[config.mk]
export PLATFORM = sky130hd
export DESIGN_NAME = seq_alu_flat
export DESIGN_NICKNAME = d
export VERILOG_FILES = /design/src/rtl/alu_pkg.sv /design/src/rtl/seq_alu_if.sv /design/src/rtl/alu_mul_seq.sv /design/src/rtl/seq_alu.sv /design/src/flat_wrapper.sv
export SDC_FILE = /design/constraint.sdc
export NUM_CORES = 1
export LEC_CHECK = 0
export ABC_AREA = 1
export CAP_MARGIN = 20
export CORE_UTILIZATION = 32
export CTS_CLUSTER_SIZE = 16
export DETAILED_ROUTE_END_ITERATION = 10
export DONT_BUFFER_PORTS = 1
export PLACE_DENSITY = 0.44
export SLEW_MARGIN = 20
export SYNTH_ARGS = -nofsm -noshare
export SYNTH_HDL_FRONTEND = slang
export SYNTH_SLANG_ARGS = --single-unit
export TNS_END_PERCENT = 100
[constraint.sdc]
create_clock -name clk -period 4.5 [get_ports clk]
set_input_delay 1.35 -clock clk [delete_from_list [all_inputs] [get_ports clk]]
set_output_delay 1.35 -clock clk [all_outputs]
set_load 0.05 [all_outputs]
[src/rtl/alu_pkg.sv]
// Shared opcodes, FSM state encoding and flag bit positions for the sequential ALU.
// Configuration macro ALU_MUL_EN (see seq_alu.sv) selects the iterative multiplier.
package alu_pkg;

    localparam logic [2:0] OP_ADD = 3'b000;
    localparam logic [2:0] OP_OR  = 3'b001;
    localparam logic [2:0] OP_AND = 3'b010;
    localparam logic [2:0] OP_SLL = 3'b011;
    localparam logic [2:0] OP_SUB = 3'b100;
    localparam logic [2:0] OP_SRL = 3'b101;
    localparam logic [2:0] OP_SLT = 3'b110;
    localparam logic [2:0] OP_MUL = 3'b111;

    typedef enum logic {
        ST_IDLE = 1'b0,
        ST_MUL  = 1'b1
    } state_e;

    localparam int NUM_FLAGS = 4;
    localparam int FLAG_Z    = 0;
    localparam int FLAG_N    = 1;
    localparam int FLAG_C    = 2;
    localparam int FLAG_V    = 3;

endpackage

[src/rtl/seq_alu_if.sv]
// Operand/result bus of the sequential ALU: valid/ready on both the issue and result sides.
// The slave modport is the ALU, the master modport is the issuing/consuming pipeline.
interface seq_alu_if #(parameter int WIDTH = 32);

    logic             in_valid;
    logic             in_ready;
    logic [WIDTH-1:0] a;
    logic [WIDTH-1:0] b;
    logic [2:0]       alu_control;
    logic             out_valid;
    logic             out_ready;
    logic [WIDTH-1:0] result;
    logic             zero;
    logic             negative;
    logic             carry;
    logic             overflow;

    modport master (
        output in_valid, a, b, alu_control, out_ready,
        input  in_ready, out_valid, result, zero, negative, carry, overflow
    );

    modport slave (
        input  in_valid, a, b, alu_control, out_ready,
        output in_ready, out_valid, result, zero, negative, carry, overflow
    );

endinterface

[src/rtl/alu_mul_seq.sv]
// Shift-add unsigned multiplier, one partial product per cycle over WIDTH cycles.
// Only compiled when ALU_MUL_EN is defined; done_o marks the last step with the final product.
`ifdef ALU_MUL_EN
module alu_mul_seq #(
    parameter int WIDTH = 32
) (
    input  logic               clk,
    input  logic               rst_n,
    input  logic               start_i,
    input  logic [WIDTH-1:0]   a_i,
    input  logic [WIDTH-1:0]   b_i,
    output logic               done_o,
    output logic [2*WIDTH-1:0] product_o
);
    import alu_pkg::*;

    localparam int CNT_W = $clog2(WIDTH);

    logic               busy_q;
    logic [CNT_W-1:0]   cnt_q;
    logic [2*WIDTH-1:0] mcand_q;
    logic [2*WIDTH-1:0] acc_q;
    logic [2*WIDTH-1:0] acc_d;
    logic [WIDTH-1:0]   mplier_q;
    logic               lastStep;

    always_comb begin
        acc_d = acc_q;
        if (mplier_q[0]) begin
            acc_d = acc_q + mcand_q;
        end
    end

    // The product is taken combinationally on the last step so the top can register it on the same edge.
    assign lastStep  = busy_q && (cnt_q == CNT_W'(WIDTH - 1));
    assign done_o    = lastStep;
    assign product_o = acc_d;

    always_ff @(posedge clk) begin
        if (!rst_n) begin
            busy_q   <= 1'b0;
            cnt_q    <= '0;
            mcand_q  <= '0;
            mplier_q <= '0;
            acc_q    <= '0;
        end else if (start_i) begin
            busy_q   <= 1'b1;
            cnt_q    <= '0;
            mcand_q  <= {{WIDTH{1'b0}}, a_i};
            mplier_q <= b_i;
            acc_q    <= '0;
        end else if (busy_q) begin
            acc_q    <= acc_d;
            mcand_q  <= mcand_q << 1;
            mplier_q <= mplier_q >> 1;
            cnt_q    <= cnt_q + CNT_W'(1);
            if (lastStep) begin
                busy_q <= 1'b0;
            end
        end
    end

endmodule
`endif

[src/rtl/seq_alu.sv]
// Registered ALU with valid/ready handshakes and a one-deep, pass-through output register.
// Define ALU_MUL_EN to run op 111 on the iterative multiplier; otherwise MUL returns 0 in one cycle.
module seq_alu #(
    parameter int WIDTH = 32
) (
    input logic        clk,
    input logic        rst_n,
    seq_alu_if.slave   bus
);
    import alu_pkg::*;

    localparam int SHAMT_W = $clog2(WIDTH);
    localparam logic [WIDTH-1:0] WIDTH_VAL = WIDTH'(WIDTH);

    state_e                 state_q;
    state_e                 state_d;
    logic                   outValid_q;
    logic                   outValid_d;
    logic [WIDTH-1:0]       result_q;
    logic [WIDTH-1:0]       result_d;
    logic [NUM_FLAGS-1:0]   flags_q;
    logic [NUM_FLAGS-1:0]   flags_d;

    logic                   inReady;
    logic                   accept;
    logic                   isMulIter;
    logic                   mulDone;
    logic                   loadAlu;
    logic                   loadOut;

    logic [WIDTH:0]         addSum;
    logic [WIDTH-1:0]       subDiff;
    logic                   borrow;
    logic                   sltBit;
    logic                   bigShift;
    logic [SHAMT_W-1:0]     shamt;
    logic [WIDTH-1:0]       aluResult;
    logic                   aluCarry;
    logic                   aluOverflow;
    logic [WIDTH-1:0]       loadResult;
    logic                   loadCarry;
    logic                   loadOverflow;

    assign accept = bus.in_valid && inReady;

`ifdef ALU_MUL_EN
    logic [2*WIDTH-1:0] mulProduct;

    assign isMulIter = (bus.alu_control == OP_MUL);

    alu_mul_seq #(.WIDTH(WIDTH)) uMul (
        .clk       (clk),
        .rst_n     (rst_n),
        .start_i   (accept && isMulIter),
        .a_i       (bus.a),
        .b_i       (bus.b),
        .done_o    (mulDone),
        .product_o (mulProduct)
    );
`else
    assign isMulIter = 1'b0;
    assign mulDone   = 1'b0;
`endif

    assign addSum   = {1'b0, bus.a} + {1'b0, bus.b};
    assign subDiff  = bus.a - bus.b;
    assign borrow   = (bus.a < bus.b);
    assign sltBit   = ($signed(bus.a) < $signed(bus.b));
    assign shamt    = bus.b[SHAMT_W-1:0];
    // The whole of b is compared so that out-of-range amounts clear the result instead of wrapping.
    assign bigShift = (bus.b >= WIDTH_VAL);

    always_comb begin
        aluResult   = '0;
        aluCarry    = 1'b0;
        aluOverflow = 1'b0;
        case (bus.alu_control)
            OP_ADD: begin
                aluResult   = addSum[WIDTH-1:0];
                aluCarry    = addSum[WIDTH];
                aluOverflow = (bus.a[WIDTH-1] == bus.b[WIDTH-1]) &&
                              (addSum[WIDTH-1] != bus.a[WIDTH-1]);
            end
            OP_OR:  aluResult = bus.a | bus.b;
            OP_AND: aluResult = bus.a & bus.b;
            OP_SLL: aluResult = bigShift ? '0 : (bus.a << shamt);
            OP_SUB: begin
                aluResult   = subDiff;
                aluCarry    = borrow;
                aluOverflow = (bus.a[WIDTH-1] != bus.b[WIDTH-1]) &&
                              (subDiff[WIDTH-1] != bus.a[WIDTH-1]);
            end
            OP_SRL: aluResult = bigShift ? '0 : (bus.a >> shamt);
            OP_SLT: begin
                aluResult = {{(WIDTH-1){1'b0}}, sltBit};
                aluCarry  = borrow;
            end
            OP_MUL: aluResult = '0;
        endcase
    end

    always_comb begin
        loadResult   = aluResult;
        loadCarry    = aluCarry;
        loadOverflow = aluOverflow;
`ifdef ALU_MUL_EN
        if (mulDone) begin
            loadResult   = mulProduct[WIDTH-1:0];
            loadCarry    = |mulProduct[2*WIDTH-1:WIDTH];
            loadOverflow = 1'b0;
        end
`endif
    end

    assign loadAlu = accept && !isMulIter;
    assign loadOut = loadAlu || mulDone;

    // A new result takes priority over draining, which gives back-to-back issue while out_ready is high.
    always_comb begin
        outValid_d = outValid_q;
        result_d   = result_q;
        flags_d    = flags_q;
        if (loadOut) begin
            outValid_d      = 1'b1;
            result_d        = loadResult;
            flags_d[FLAG_Z] = (loadResult == '0);
            flags_d[FLAG_N] = loadResult[WIDTH-1];
            flags_d[FLAG_C] = loadCarry;
            flags_d[FLAG_V] = loadOverflow;
        end else if (outValid_q && bus.out_ready) begin
            outValid_d = 1'b0;
        end
    end

    always_ff @(posedge clk) begin
        if (!rst_n) begin
            outValid_q <= 1'b0;
            result_q   <= '0;
            flags_q    <= '0;
        end else begin
            outValid_q <= outValid_d;
            result_q   <= result_d;
            flags_q    <= flags_d;
        end
    end

    always_ff @(posedge clk) begin
        if (!rst_n) begin
            state_q <= ST_IDLE;
        end else begin
            state_q <= state_d;
        end
    end

    always_comb begin
        state_d = state_q;
        case (state_q)
            ST_IDLE: if (accept && isMulIter) state_d = ST_MUL;
            ST_MUL:  if (mulDone)             state_d = ST_IDLE;
            default:                          state_d = ST_IDLE;
        endcase
    end

    always_comb begin
        inReady = rst_n && (state_q == ST_IDLE) && (!outValid_q || bus.out_ready);
    end

    assign bus.in_ready  = inReady;
    assign bus.out_valid = outValid_q;
    assign bus.result    = result_q;
    assign bus.zero      = flags_q[FLAG_Z];
    assign bus.negative  = flags_q[FLAG_N];
    assign bus.carry     = flags_q[FLAG_C];
    assign bus.overflow  = flags_q[FLAG_V];

endmodule

[src/flat_wrapper.sv]
// flat-port wrapper written by rule: the top's interface ports become plain ports
module seq_alu_flat import alu_pkg::*;
#(
    parameter int WIDTH = 32
)
  (clk, rst_n, bus_in_valid, bus_a, bus_b, bus_alu_control, bus_out_ready, bus_in_ready, bus_out_valid, bus_result, bus_zero, bus_negative, bus_carry, bus_overflow);
  seq_alu_if #(.WIDTH(WIDTH)) bus_i ();
  input logic clk;
  input logic rst_n;
  input wire logic [$bits(bus_i.in_valid)-1:0] bus_in_valid;
  input wire logic [$bits(bus_i.a)-1:0] bus_a;
  input wire logic [$bits(bus_i.b)-1:0] bus_b;
  input wire logic [$bits(bus_i.alu_control)-1:0] bus_alu_control;
  input wire logic [$bits(bus_i.out_ready)-1:0] bus_out_ready;
  output wire logic [$bits(bus_i.in_ready)-1:0] bus_in_ready;
  output wire logic [$bits(bus_i.out_valid)-1:0] bus_out_valid;
  output wire logic [$bits(bus_i.result)-1:0] bus_result;
  output wire logic [$bits(bus_i.zero)-1:0] bus_zero;
  output wire logic [$bits(bus_i.negative)-1:0] bus_negative;
  output wire logic [$bits(bus_i.carry)-1:0] bus_carry;
  output wire logic [$bits(bus_i.overflow)-1:0] bus_overflow;
  assign bus_i.in_valid = bus_in_valid;
  assign bus_i.a = bus_a;
  assign bus_i.b = bus_b;
  assign bus_i.alu_control = bus_alu_control;
  assign bus_i.out_ready = bus_out_ready;
  assign bus_in_ready = bus_i.in_ready;
  assign bus_out_valid = bus_i.out_valid;
  assign bus_result = bus_i.result;
  assign bus_zero = bus_i.zero;
  assign bus_negative = bus_i.negative;
  assign bus_carry = bus_i.carry;
  assign bus_overflow = bus_i.overflow;
  seq_alu #(.WIDTH(WIDTH)) u_core (.clk(clk), .rst_n(rst_n), .bus(bus_i));
endmodule
==> qor.yml <==
synth_compound_area_share_pct: 14.5
hold_buffers: 0
crit_path_start_kind: "input port"
outcome: "finished clean"
grt_max_degree: 68
cts_sinks: 36
area_delta_synth_final_pct: 4.32
ir_drop_uv: 155
p_leak_nw: 5.82
period_share_pct: 93.5
initial_core_util_pct: 32.6
synthCells: 2077
cp.required_ns: 4.73
die_h_um: 184
dr.pass1.iters: 7
r2r_cells: 14
grt_pass1_vias: 12878
layout-drive-gt1-share_pct: 2.58
crit_arrival_ns: 4.44
grt_remaining_overflow: 0
port_buffers: 0
synth-edff-count: 0
critical_path_class: "in2reg"
worst_pin_slew_ns: 0.967
synth-simple-area-share_pct: 52.9
die_area_um2: 33800
drv_cap: 0
placed_cells: 2453
muxShareOfSynthArea_pct: 0
grt_setup_unrepaired: "false"
hold_ws_ns: 0.713
n_fill_cell: 3901
final_cells: 2461
vias: 13889
synth_top_family_by_area: "simple AND/OR/NAND/NOR gates"
period_needed_ns: 4.21
diodes: 0
drcViolationCount: 0
yosysUniqueCellTypes: 42
routabilityCongestion: 1.03
worstSkewPairLatency_ns: 0.29
core_area_um2: 32500
cts_made_buffers: 5
row_count: 66
yosysWarnings: 0
netlist_area_um2: 10600
max_freq_mhz: 238
yosysSeqAreaShare_pct: 6.80
ant_nets: 0
hold_violations: 0
cts_setup_buffers: 0
async_flop_share_pct: 0
cts_tree: "yes"
dpl.hpwl_mm: 48.9
wl_mm: 57.9
antenna_found_initial: 1
cp-endpoint: "u_core.flags_q[0]"
powerDensity_nw_per_um2: 180
path_max_fanout: 21
syn_avg_cell_area_um2: 5.10
min_path_type: "reg2reg"
fin_nets: 2188
grt_pass1_wl_mm: 83.5
vias_per_cell: 5.64
r2r_end: "u_core.flags_q[0]"
rrSetupSlack_ns: 1.85
setup_viol: 0
ys.flop_type: "dfxtp_1"
htree_levels: 2
clock_path_buffers: 2
cts_root_buffer: "clkbuf_16"
grt_use_total_pct: 33.7
cts.clk_slew.worst_paths_ns: 0.06
drtIter0Drc: 1444
synth_fa_ha_area_share_pct: 11.8
synth_xor_area_share_pct: 0.413
syn_nets: 2247
setup.worst_path.start: "bus_b[4]"
clock_skew_ns: 0.00582
fin_tns_setup_ns: 0
relSlewSlack_pct: 35.5
report.final.slew_viol_count: 0
io_pins: 109
rr_startpoint: "u_core.bus.out_valid"
synth_seq_cells: 36
post_cts_resized: 0
routedWlPerCell_um: 23.5
end_kind: "flip-flop"
die_x_um: 184
-- area by class of cell --
type                            instances  area (um^2)  share of cell area (%)
Multi-Input combinational cell       1689         8440                    76.4
Inverter                              257          965                    8.73
Sequential cell                        36          721                    6.52
Tap cell                              442          553                    5.00
Timing Repair Buffer                   29          230                    2.08
Clock buffer                            5          125                    1.13
Clock inverter                          3         18.8                   0.170
-- power breakdown --
part           internal (mW)  switching [mW]
Sequential             0.341          0.0956
Combinational          0.347           0.863
Clock                  0.204           0.143
-- worst max-delay path, stage by stage --
cell and delay [ns]:
clkinv_1 0.06, ha_1 0.44, inv_1 0.12, a21oi_1 0.38
nand3_1 0.29, buf_4 0.25, nand2_1 0.07, nand3_1 0.10
nand3_1 0.25, nand3_1 0.11, nor2_1 0.32, nand3_1 0.23
nor2_1 0.14, nand3_1 0.10, nor2_1 0.11, nand2_1 0.06
nand2_1 0.05
-- how the worst min path moves through the flow --
stage | startpoint | to | slack (ns) | cells past startpoint
5_1_grt | u_core.bus.result[21] | u_core.bus.result[21] | 0.75 | 2
6_report | u_core.flags_q[3] | u_core.flags_q[3] | 0.71 | 2
3_3_place_gp | u_core.flags_q[3] | u_core.flags_q[3] | 0.70 | 2
4_1_cts | u_core.flags_q[3] | u_core.flags_q[3] | 0.71 | 2
3_5_place_dp | u_core.flags_q[3] | u_core.flags_q[3] | 0.70 | 2
2_1_floorplan | u_core.flags_q[0] | u_core.flags_q[0] | 0.68 | 2
-- placed cells by master, fill, tap and decap left out, types with 2 or more instances in the layout --
cell,Yosys,routed
or2_2,2,2
and2_1,6,6
a31oi_1,5,5
o22ai_1,14,14
ha_1,97,97
inv_1,250,250
nand2_1,626,626
o21bai_1,17,17
clkbuf_16,0,5
nand2_2,3,3
nor2_1,233,231
inv_2,5,5
nand3b_1,5,5
dfxtp_1,36,36
buf_4,5,28
nor3_1,18,18
o21ai_0,88,88
o211ai_1,14,14
a21o_1,2,2
nand4_1,29,29
nor2_2,0,2
o21ai_1,8,8
nand3_1,389,389
clkinv_1,2,2
o221ai_1,2,2
clkinv_2,0,2
fa_1,2,2
a22o_1,17,17
o21a_1,3,3
a21oi_1,94,94
or2_0,2,2
xor2_1,5,5
-- cell usage after synthesis, types with 14 or more instances --
| cell type | number | area [um^2] |
|---|---|---|
| buf_2 | 38 | 190 |
| o21bai_1 | 17 | 128 |
| nand2_1 | 626 | 2350 |
| nand4_1 | 29 | 181 |
| ha_1 | 97 | 1210 |
| o211ai_1 | 14 | 105 |
| a21oi_1 | 94 | 470 |
| o22ai_1 | 14 | 87.6 |
| nor2_1 | 233 | 875 |
| o21ai_0 | 88 | 440 |
| a22o_1 | 17 | 149 |
| nand3_1 | 389 | 1950 |
| inv_1 | 250 | 938 |
| clkbuf_1 | 33 | 124 |
| nor3_1 | 18 | 90.1 |
| dfxtp_1 | 36 | 721 |
-- registers in the layout, indices dropped and copies added, names as in the netlist --
register and cells:
u_core.bus.out_valid 1, u_core.bus.result 31, u_core.flags_q 4
-- per-stage QoR --
step | util [%] | instance area [um^2] | setup WS (ns) | power [mW]
3_3_place_gp | 33.5 | 10900 | 0.101 | 1.63
2_1_floorplan | - | 10600 | 0.755 | 1.25
3_5_place_dp | 33.5 | 10900 | 0.182 | 1.62
4_1_cts | 34.0 | 11100 | 0.462 | 1.96
6_report | 34.0 | 11100 | 0.294 | 1.99
5_1_grt | 34.0 | 11100 | 0.134 | 2.12
-- layer usage --
layer  wire, um  GRT usage (%)  share of wire (%)
met1      25400           45.2                 44
met2      26300           55.8                 45
met3       4300           4.73                7.4
met4       1860           9.00                3.2
met5         14              0              0.024
-- cell families (layout without fill, tap and decap cells) --
kind of cell / after synthesis / after routing
AO/OA/AOI/OAI: 267 / 267
adder cells (fa/ha/maj): 99 / 99
flip-flops: 36 / 36
XOR/XNOR: 5 / 5
buffers and inverters: 352 / 294
AND/OR/NAND/NOR: 1318 / 1318
(Power assumes the default switching activity.)
